===== src/rtl/ds_noise_shaper_mc_if.sv =====
// Frame request and per-channel result bus for the multi-channel delta-sigma noise shaper.
// The master drives frames in and the slave returns one result per channel.
interface ds_noise_shaper_mc_if #(
  parameter int IN_BITS          = 16,
  parameter int FRAC_BITS        = 11,
  parameter int OUT_BITS         = 7,
  parameter int NUM_CH           = 2,
  parameter int SHIFT_COUNT_BITS = 4
);
  localparam int CH_BITS = (NUM_CH > 1) ? $clog2(NUM_CH) : 1;

  logic                        in_valid;
  logic                        in_ready;
  logic [NUM_CH*IN_BITS-1:0]   u;
  logic [SHIFT_COUNT_BITS-1:0] u_rshift;
  logic [2:0]                  order;
  logic                        hist_clear;
  logic                        y_valid;
  logic [CH_BITS-1:0]          y_ch;
  logic [OUT_BITS-1:0]         y;
  logic                        y_clip;
  logic                        force_err;
  logic [FRAC_BITS-1:0]        forced_err_value;

  modport master (
    output in_valid, u, u_rshift, order, hist_clear, force_err, forced_err_value,
    input  in_ready, y_valid, y_ch, y, y_clip
  );

  modport slave (
    input  in_valid, u, u_rshift, order, hist_clear, force_err, forced_err_value,
    output in_ready, y_valid, y_ch, y, y_clip
  );
endinterface


===== src/rtl/ds_noise_shaper_mc.sv =====
// Multi-channel error-feedback delta-sigma modulator, NTF (1-z^-1)^order, with one shared
// shift-add accumulator stepped over taps and channels.
module ds_noise_shaper_mc #(
  parameter int IN_BITS          = 16,
  parameter int FRAC_BITS        = 11,
  parameter int OUT_BITS         = 7,
  parameter int NUM_CH           = 2,
  parameter int MAX_ORDER        = 4,
  parameter int SHIFT_COUNT_BITS = 4
) (
  input logic                  clk,
  input logic                  reset,
  ds_noise_shaper_mc_if.slave  bus
);
  localparam int ACC_W   = IN_BITS + 2;
  localparam int CH_BITS = (NUM_CH > 1) ? $clog2(NUM_CH) : 1;
  localparam logic [CH_BITS-1:0]   LAST_CH   = CH_BITS'(NUM_CH - 1);
  localparam logic [2:0]           MAX_ORD3  = 3'(MAX_ORDER);
  localparam logic [FRAC_BITS-1:0] ERR_FLIP  = {1'b1, {(FRAC_BITS-1){1'b0}}};

  localparam logic [1:0] IDLE = 2'd0;
  localparam logic [1:0] LOAD = 2'd1;
  localparam logic [1:0] TAP  = 2'd2;
  localparam logic [1:0] EMIT = 2'd3;

  logic [1:0]                  state;
  logic [CH_BITS-1:0]          ch;
  logic [2:0]                  tap_idx;
  logic [NUM_CH*IN_BITS-1:0]   u_r;
  logic [SHIFT_COUNT_BITS-1:0] rshift_r;
  logic [2:0]                  order_r;
  logic signed [ACC_W-1:0]     acc;

  logic [OUT_BITS-1:0]         y_r;
  logic [CH_BITS-1:0]          y_ch_r;
  logic                        y_valid_r;
  logic                        y_clip_r;

  // hist[c][j] holds e[c][j+1]
  logic signed [FRAC_BITS-1:0] hist [NUM_CH][MAX_ORDER];

  logic [2:0]                  order_clamped;
  logic [IN_BITS-1:0]          u_sel;
  logic signed [ACC_W-1:0]     load_val;
  logic                        tap_neg;
  logic [2:0]                  tap_k;
  logic [1:0]                  tap_sh;
  logic                        last_tap;
  logic signed [FRAC_BITS-1:0] e_sel;
  logic signed [ACC_W-1:0]     term;
  logic signed [ACC_W-1:0]     acc_next;
  logic [OUT_BITS-1:0]         y_raw;
  logic [FRAC_BITS-1:0]        err_val;

  assign bus.in_ready = (state == IDLE) && !reset;
  assign bus.y_valid  = y_valid_r;
  assign bus.y_ch     = y_ch_r;
  assign bus.y        = y_r;
  assign bus.y_clip   = y_clip_r;

  assign order_clamped = (bus.order > MAX_ORD3) ? MAX_ORD3 : bus.order;
  assign u_sel         = u_r[ch*IN_BITS +: IN_BITS];
  assign load_val      = $signed({2'b00, u_sel}) >>> rshift_r;
  assign y_raw         = acc[ACC_W-1:FRAC_BITS];
  assign err_val       = acc[FRAC_BITS-1:0] ^ ERR_FLIP;

  // Binomial feedback coefficients factored into power-of-two shifts so each cycle is one shift-add.
  always_comb begin
    tap_neg  = 1'b0;
    tap_k    = 3'd1;
    tap_sh   = 2'd0;
    last_tap = 1'b1;
    case (order_r)
      3'd2: begin
        case (tap_idx)
          3'd0:    begin tap_sh = 2'd1; last_tap = 1'b0; end
          default: begin tap_neg = 1'b1; tap_k = 3'd2; end
        endcase
      end
      3'd3: begin
        last_tap = 1'b0;
        case (tap_idx)
          3'd0:    tap_sh = 2'd1;
          3'd1:    tap_sh = 2'd0;
          3'd2:    begin tap_neg = 1'b1; tap_k = 3'd2; tap_sh = 2'd1; end
          3'd3:    begin tap_neg = 1'b1; tap_k = 3'd2; end
          default: begin tap_k = 3'd3; last_tap = 1'b1; end
        endcase
      end
      3'd4: begin
        last_tap = 1'b0;
        case (tap_idx)
          3'd0:    tap_sh = 2'd2;
          3'd1:    begin tap_neg = 1'b1; tap_k = 3'd2; tap_sh = 2'd2; end
          3'd2:    begin tap_neg = 1'b1; tap_k = 3'd2; tap_sh = 2'd1; end
          3'd3:    begin tap_k = 3'd3; tap_sh = 2'd2; end
          default: begin tap_neg = 1'b1; tap_k = 3'd4; last_tap = 1'b1; end
        endcase
      end
      default: ;
    endcase
  end

  always_comb begin
    e_sel = '0;
    for (int unsigned j = 0; j < MAX_ORDER; j++) begin
      if (tap_k == 3'(j + 1)) e_sel = hist[ch][j];
    end
    term     = {{(ACC_W-FRAC_BITS){e_sel[FRAC_BITS-1]}}, e_sel} <<< tap_sh;
    acc_next = tap_neg ? (acc - term) : (acc + term);
  end

  always_ff @(posedge clk) begin
    if (reset) begin
      state     <= IDLE;
      ch        <= '0;
      tap_idx   <= '0;
      u_r       <= '0;
      rshift_r  <= '0;
      order_r   <= '0;
      acc       <= '0;
      y_r       <= '0;
      y_ch_r    <= '0;
      y_valid_r <= 1'b0;
      y_clip_r  <= 1'b0;
    end else begin
      y_valid_r <= 1'b0;
      case (state)
        IDLE: begin
          if (bus.in_valid) begin
            u_r      <= bus.u;
            rshift_r <= bus.u_rshift;
            order_r  <= order_clamped;
            ch       <= '0;
            state    <= LOAD;
          end
        end
        LOAD: begin
          acc     <= load_val;
          tap_idx <= '0;
          state   <= (order_r == 3'd0) ? EMIT : TAP;
        end
        TAP: begin
          acc     <= acc_next;
          tap_idx <= tap_idx + 3'd1;
          if (last_tap) state <= EMIT;
        end
        EMIT: begin
          y_valid_r <= 1'b1;
          y_ch_r    <= ch;
          y_clip_r  <= acc[ACC_W-1];
          y_r       <= acc[ACC_W-1] ? '0 : y_raw;
          if (ch == LAST_CH) begin
            state <= IDLE;
          end else begin
            ch    <= ch + 1'b1;
            state <= LOAD;
          end
        end
        default: state <= IDLE;
      endcase
    end
  end

  always_ff @(posedge clk) begin
    if (reset || (state == IDLE && !bus.in_valid && bus.hist_clear)) begin
      for (int unsigned c = 0; c < NUM_CH; c++) begin
        for (int unsigned j = 0; j < MAX_ORDER; j++) hist[c][j] <= '0;
      end
    end else if (state == EMIT) begin
      for (int unsigned j = MAX_ORDER - 1; j >= 1; j--) hist[ch][j] <= hist[ch][j-1];
      hist[ch][0] <= bus.force_err ? bus.forced_err_value : err_val;
    end
  end
endmodule


===== src/flat_wrapper.sv =====
// flat-port wrapper written by rule: the top's interface ports become plain ports
module ds_noise_shaper_mc_flat 
#(
  parameter int IN_BITS          = 16,
  parameter int FRAC_BITS        = 11,
  parameter int OUT_BITS         = 7,
  parameter int NUM_CH           = 2,
  parameter int MAX_ORDER        = 4,
  parameter int SHIFT_COUNT_BITS = 4
)
  (clk, reset, bus_in_valid, bus_u, bus_u_rshift, bus_order, bus_hist_clear, bus_force_err, bus_forced_err_value, bus_in_ready, bus_y_valid, bus_y_ch, bus_y, bus_y_clip);
  ds_noise_shaper_mc_if #(.IN_BITS(IN_BITS), .FRAC_BITS(FRAC_BITS), .OUT_BITS(OUT_BITS), .NUM_CH(NUM_CH), .SHIFT_COUNT_BITS(SHIFT_COUNT_BITS)) bus_i ();
  input logic clk;
  input logic reset;
  input wire logic [$bits(bus_i.in_valid)-1:0] bus_in_valid;
  input wire logic [$bits(bus_i.u)-1:0] bus_u;
  input wire logic [$bits(bus_i.u_rshift)-1:0] bus_u_rshift;
  input wire logic [$bits(bus_i.order)-1:0] bus_order;
  input wire logic [$bits(bus_i.hist_clear)-1:0] bus_hist_clear;
  input wire logic [$bits(bus_i.force_err)-1:0] bus_force_err;
  input wire logic [$bits(bus_i.forced_err_value)-1:0] bus_forced_err_value;
  output wire logic [$bits(bus_i.in_ready)-1:0] bus_in_ready;
  output wire logic [$bits(bus_i.y_valid)-1:0] bus_y_valid;
  output wire logic [$bits(bus_i.y_ch)-1:0] bus_y_ch;
  output wire logic [$bits(bus_i.y)-1:0] bus_y;
  output wire logic [$bits(bus_i.y_clip)-1:0] bus_y_clip;
  assign bus_i.in_valid = bus_in_valid;
  assign bus_i.u = bus_u;
  assign bus_i.u_rshift = bus_u_rshift;
  assign bus_i.order = bus_order;
  assign bus_i.hist_clear = bus_hist_clear;
  assign bus_i.force_err = bus_force_err;
  assign bus_i.forced_err_value = bus_forced_err_value;
  assign bus_in_ready = bus_i.in_ready;
  assign bus_y_valid = bus_i.y_valid;
  assign bus_y_ch = bus_i.y_ch;
  assign bus_y = bus_i.y;
  assign bus_y_clip = bus_i.y_clip;
  ds_noise_shaper_mc #(.IN_BITS(IN_BITS), .FRAC_BITS(FRAC_BITS), .OUT_BITS(OUT_BITS), .NUM_CH(NUM_CH), .MAX_ORDER(MAX_ORDER), .SHIFT_COUNT_BITS(SHIFT_COUNT_BITS)) u_core (.clk(clk), .reset(reset), .bus(bus_i));
endmodule

===== config.mk =====
export PLATFORM = sky130hd
export DESIGN_NAME = ds_noise_shaper_mc_flat
export DESIGN_NICKNAME = d
export VERILOG_FILES = /design/src/rtl/ds_noise_shaper_mc_if.sv /design/src/rtl/ds_noise_shaper_mc.sv /design/src/flat_wrapper.sv
export SDC_FILE = /design/constraint.sdc
export NUM_CORES = 1
export LEC_CHECK = 0
export BUFFER_PORTS_ARGS = -buffer_cell sky130_fd_sc_hd__buf_2
export CAP_MARGIN = 20
export CORE_MARGIN = 2
export CORE_UTILIZATION = 51
export DETAILED_ROUTE_END_ITERATION = 8
export PLACE_DENSITY = 0.73
export SYNTH_ARGS = -nofsm -noshare
export SYNTH_HDL_FRONTEND = slang
export SYNTH_SLANG_ARGS = --single-unit

===== constraint.sdc =====
create_clock -name clk -period 10.8 [get_ports clk]
set_clock_uncertainty 0.15 [all_clocks]
set_input_delay 2.7 -clock clk [delete_from_list [all_inputs] [get_ports clk]]
set_output_delay 2.7 -clock clk [all_outputs]
set_load 0.05 [all_outputs]

======== Yosys cells after proc, flatten, opt, wreduce, memory -nomap -nowiden ========
Memory sizes are Yosys's and may differ from the RTL's. A register that Yosys moved wholly into a read port is not among the register bits.
Index checks and enable logic that the tools add are counted.
word-level totals
  register bits after elaboration ......... 73
  bits in writable memories ............... 88
  bits of input ports ..................... 55
  output and inout port bits .............. 11
  logic and storage cells ................. 101
  memories ................................ 1
cells by class
  add/subtract/negate cells ............... 4
  order comparisons ....................... 1
  equality and inequality tests ........... 15
  shifts and indexed selects .............. 3
  muxes and demuxes ....................... 42
  bitwise gates (word level) .............. 1
  reduce and logical (&&, ||, !) cells .... 23
memory list
  name         words  width  rd ports  clocked after memory_dff  wr ports  line                      text
  u_core.hist  2      44     1         1                         2         ds_noise_shaper_mc.sv:40  logic signed [FRAC_BITS-1:0] hist [NUM_CH][MAX_ORDER];
operators by type and width
  operator            count
  $mux 11             5
  $mux 44             1
  $reduce_or 44->1    1
  $pmux 18 s2         1
  $shiftx 32x6->16    1
  $mux 1              19
  $add 18x18->18      1
  $eq 3x2->1 const B  6
  $mux 18             1
  $pmux 3 s3          2
  $sshl 18x2->18      1
  $sshr 17x4->18      1
  $sub 18x18->18      1
  $reduce_or 2->1     6
  $pmux 2 s2          2
  $pmux 2 s4          1
  $eq 3x1->1 const B  2
  $eq 3x3->1 const B  2
  $logic_not 3->1     2
  $mux 2              3
  $mux 6              1
  $pmux 2 s3          1
  $pmux 3 s2          1
  $reduce_and 2->1    3
  18 further kinds    24

======== Logic depth before layout (Yosys ltp) ========
  word-level depth ........................ 13
  mapped depth ............................ 26
  depth with buffers taken out ............ 24

======== Worst setup path after synthesis ========
Ideal clock, no wire load.
  path kind ............................... input port to output port
  from .................................... input reset
  to ...................................... output bus_in_ready
  data arrival time ....................... 3585 ps
  required time ........................... 7950 ps
  path slack .............................. 4365 ps
  stages on the path ...................... 2
  path buffers ............................ 1
  cells stage by stage .................... clkbuf_1 > nor2b_1
between the ends
  longest elaborated chain between the ends .. 2
ends and longest elaborated chain
  element             line                      text
  start: declaration  flat_wrapper.sv:14        input logic reset;
  $logic_not 1->1     ds_noise_shaper_mc.sv:55  assign bus.in_ready = (state == IDLE) && !reset;
  $logic_and 1x1->1   ds_noise_shaper_mc.sv:55
  end: declaration    flat_wrapper.sv:22        output wire logic [$bits(bus_i.in_ready)-1:0] bus_in_ready;
No other way between the ends.

======== Final worst setup path ========
  from .................................... register u_core.tap_idx[2]
  to ...................................... register u_core.acc[17]
between the ends
  longest elaborated chain between the ends .. 13
  elaborated cells on any way between the ends .. 35
  those cells by class .................... 2 x add/sub; 7 x eq/ne; 1 x shift; 18 x mux; 7 x reduce/logical
ends and longest elaborated chain
  element                                                  line                                                text
  start: declaration                                       ds_noise_shaper_mc.sv:28                            logic [2:0] tap_idx;
  start signal: assignment                                 ds_noise_shaper_mc.sv:145                           tap_idx <= tap_idx + 3'd1;
  $eq 3x1->1 (tied with other cells)                       ds_noise_shaper_mc.sv:82, ds_noise_shaper_mc.sv:92
  $reduce_or 2->1 (no line)                                --
  $pmux 3 s3 / $pmux 2 s2 (equally long branches)          ds_noise_shaper_mc.sv:92, ds_noise_shaper_mc.sv:82
  $pmux 3 s3                                               ds_noise_shaper_mc.sv:73                            case (order_r)
  $eq 3x1->1                                               ds_noise_shaper_mc.sv:107                           if (tap_k == 3'(j + 1)) e_sel = hist[ch][j];
  $mux 11 (4 in a row)                                     ds_noise_shaper_mc.sv:107
  $sshl 18x2->18                                           ds_noise_shaper_mc.sv:109                           term = {{(ACC_W-FRAC_BITS){e_sel[FRAC_BITS-1]}}, e_sel} <<< tap_sh;
  $add 18x18->18 / $sub 18x18->18 (equally long branches)  ds_noise_shaper_mc.sv:110                           acc_next = tap_neg ? (acc - term) : (acc + term);
  $mux 18 *                                                ds_noise_shaper_mc.sv:110
  $pmux 18 s2 *                                            ds_noise_shaper_mc.sv:128                           case (state)
  end signal: assignment                                   ds_noise_shaper_mc.sv:139                           acc <= load_val;
  end signal: assignment                                   ds_noise_shaper_mc.sv:144                           acc <= acc_next;
  end: declaration                                         ds_noise_shaper_mc.sv:32                            logic signed [ACC_W-1:0] acc;
Every way passes the cells marked *; elsewhere a longest branch is shown, timed or not.
A chain may end at the register's enable or synchronous reset.

==> summary.txt <==
Clock network
  • Post-CTS sizing: 0
  • CTS tree: done
  • Clock transition at path regs: 0.06 ns
  • Root Driver: clkbuf_16
  • Skew-Pair Late Insertion Delay: ~0.43 ns
  • Num Clock Sinks: around 160
  • Post-CTS Hold Fix Bufs: 0
  • CTS Buf Count: 17
  • Post-CTS setup buffers: 0
  • Clock buffer depth: 2
  • Max H-tree Level: 4

Critical path
  • Reg2reg start: u_core.tap_idx[2]$_SDFFE_PP0P_
  • Worst EP arrival: 6.45 ns
  • Crit end category: flop
  • Crit path from: u_core.tap_idx[2]$_SDFFE_PP0P_
  • Largest incremental delay on the critical path: between 0.5 and 0.6 ns
  • Worst Reg-to-Reg Cells: 22
  • Critical-path cell list: inv_1, ha_1, or3b_4, a211oi_4, nor2_2, a21oi_2, a21oi_1, nand2_1, ha_1, a21oi_1, ha_1, nor2b_1, o21ai_0, a21boi_0, o21ai_0, a2111oi_0, a211o_1, o41ai_1, o21ai_0, and4b_1, mux2i_1, o311ai_1
  • RR Endpoint: u_core.acc[17]$_SDFFE_PP0P_
  • Worst Path Required: 10.99 ns
  • Internal reg-to-reg setup slack: roughly 4.5 ns
  • Critical Path End: u_core.acc[17]$_SDFFE_PP0P_
  • Crit path launch type: flop
  • Critical path class: reg2reg
  • Worst Path Max Fanout: 27
  • CP max stage cell: a211oi_4

Layout
  • Diodes inserted: 0
  • Nets: ~1100
  • Synth-to-Final Area Change: 11.4%
  • Non-Filler Instances: roughly 1300
  • Layout Utilization: 0.576
  • Layout cell share with drive strength beyond 1: 0.145

Global routing
  • Gr usage total: 0.222
  • Maximum number of pins on one net before global-route repair: 76
  • Initial antenna violation count: 0
  • Number of global-route vias before repair: around 7000
  • First-pass GRT wire length: about 34 mm
  • Total grt overflow: 0

Route
  • Final WL: 21.0 mm
  • Avg Vias per Cell: roughly 5.7
  • Wire per inst: approximately 17 um
  • Iteration-0 DRC Markers: roughly 490
  • Post-route DRC: 0
  • TritonRoute pass-1 iters: 8
  • Antenna Violating Nets Remaining: 0
  • DR vias: 7110

Logic synthesis
  • Largest area contributor in the netlist: edfxtp_1
  • Cell Area, Synth: 9220 sq um
  • Top FF cell, synth: edfxtp_1
  • Synth Warn #: 0
  • Synth top area cells: edfxtp_1, dfxtp_1, mux2i_1
  • Post-synth ARST share: 0
  • Synthesized area per cell: 9.47 sq um
  • Post-synth EDFFs: slightly below 90
  • Post-Syn Instances: a little under 1000
  • Synthesized flop and latch total: about 160
  • Mapped Nets: 1056
  • Post-synthesis cell type count: slightly below 80
  • Sequential fraction of the synthesis area: 0.445
  • Top cell type's share of synthesized area: 0.287

Timing
  • Unrepaired setup endpoints after global routing: false
  • Endpoints failing setup: 0
  • Period utilization: 0.580
  • Fmax: about 160 MHz
  • Pins over their slew limit: 0
  • Worst slew margin: 0.309
  • Post-route worst setup slack: around 4.5 ns
  • Period minus WS final: between 6 and 7 ns
  • Final hold violations: 0
  • Slew of the pin with the lowest slew margin: 1.04 ns
  • Total Neg Setup Slack: 0 ns

Floorplan
  • IO Count: 66
  • DIE HEIGHT: about 140 um
  • FP Rows: just under 50
  • Die W: 138 um
  • Initial Util: 0.517
  • Full die area: 19200 sq um
  • Core Box Area: around 18000 sq um

Power
  • Leak: 0.00387 uW
  • Peak VDD IR: roughly 0.14 mV
  • Pwr dens: 237 nW/um^2

Place
  • Gpl congestion: between 0.8 and 0.9
  • DP Worst Slack: around 4.7 ns
  • Placed Cells: 1218
  • PortBufs: 64
  • Hpwl dp: between 10 and 15 mm

Outcome
  • Outcome: finished, final reports clean

Min path
  • Hold crit path type: reg2reg

Flow run
  • Max_cap viols: 0
[where the power goes]
part	switching [uW]	internal (uW)	total (uW)
logic	617	407	1020
clock network	252	327	578
registers	68.9	764	833
total	937	1500	2430
[synthesized netlist by cell type, drive strengths merged, types with 9 or more instances]
master / count
a21oi: 84
nor2: 143
ha: 27
o21ai: 38
mux2: 15
edfxtp: 88
mux2i: 106
a21o: 9
a211oi: 19
xor2: 11
nor2b: 11
inv: 17
buf: 20
dfxtp: 73
xnor2: 12
nand3: 10
nand2: 109
clkbuf: 42
nor3: 25
a22oi: 9
o21a: 10
[routing by layer]
metal  global-route usage  part of all wire  wire (um)
met1                0.292              0.46       9580
met2                0.366              0.49      10200
met3               0.0468             0.040        836
met4               0.0730             0.018        369
met5                    0                 0          0
[cells by family (layout without fill, tap and decap cells)]
group                    count (synthesis)  count (layout)  share of synthesized area
buffers and inverters                   82             131                     0.0373
flip-flops                             161             161                      0.445
other                                    1               1                   0.000407
AO/OA/AOI/OAI                          219             219                      0.154
XOR/XNOR                                23              23                     0.0219
AND/OR/NAND/NOR                        335             335                      0.160
adder cells (fa/ha/maj)                 28              28                     0.0388
multiplexers                           124             124                      0.142
[flip-flops by register name, summed over array words and instances (netlist names), named ones only]
name                count
u_core.acc             18
u_core.bus.y            6
u_core.bus.y_ch         1
u_core.bus.y_clip       1
u_core.bus.y_valid      1
u_core.ch               1
u_core.hist            88
u_core.order_r          3
u_core.rshift_r         4
u_core.state            2
u_core.tap_idx          3
u_core.u_r             32
[layout by cell type, fill, tap and decap left out, types with 14 or more instances in the layout]
cell,Yosys,final
a211oi_1,18,18
a21oi_1,81,81
buf_2,8,64
buf_4,2,14
clkbuf_16,0,18
dfxtp_1,73,72
edfxtp_1,88,88
ha_1,27,27
inv_1,17,19
mux2_2,14,14
mux2i_1,105,105
nand2_1,109,109
nor2_1,142,142
nor3_1,25,25
o21ai_0,33,32
[worst min path at each step]
stage / end / from / depth (start not counted) / slack, ns
after global routing: u_core.u_r[20]$_SDFFE_PP0P_ / u_core.u_r[20]$_SDFFE_PP0P_ / 2 / 0.32
after CTS: u_core.u_r[12]$_SDFFE_PP0P_ / u_core.u_r[12]$_SDFFE_PP0P_ / 2 / 0.30
after global placement: u_core.u_r[20]$_SDFFE_PP0P_ / u_core.u_r[20]$_SDFFE_PP0P_ / 2 / 0.29
after floorplan: u_core.u_r[0]$_SDFFE_PP0P_ / u_core.u_r[0]$_SDFFE_PP0P_ / 2 / 0.29
final: u_core.u_r[21]$_SDFFE_PP0P_ / u_core.u_r[21]$_SDFFE_PP0P_ / 2 / 0.31
after detailed placement: u_core.u_r[12]$_SDFFE_PP0P_ / u_core.u_r[12]$_SDFFE_PP0P_ / 2 / 0.30
[worst max-delay path: cells and delay by family (launching register included)]
| family | cells | cell delay (ns) |
|---|---|---|
| fa+ha+maj | 3 | 0.80 |
| compound gates | 12 | 3.24 |
| mux | 1 | 0.08 |
| flops | 1 | 0.43 |
| buf+inv | 1 | 0.13 |
| simple gates | 5 | 1.35 |
[per-stage QoR]
step                      power (uW)  hold slack (ns)  area (sq um)
after floorplan                 1630            0.286          9220
after global routing            2590            0.325         10300
after detailed placement        1850            0.296          9670
after CTS                       2430            0.304         10200
final                           2430            0.306         10300
after global placement          1830            0.292          9670
[cell type report]
type / instances / area [sq um]
inverters: 20 / 75.1
repair buffers: 79 / 453
well taps: 229 / 287
fillers: 1545 / 7570
multi-input cells: 730 / 4780
flip-flops and latches: 161 / 4110
clock inverters: 11 / 76.3
clock buffers: 21 / 492
Power figures use the tool's default switching activity.
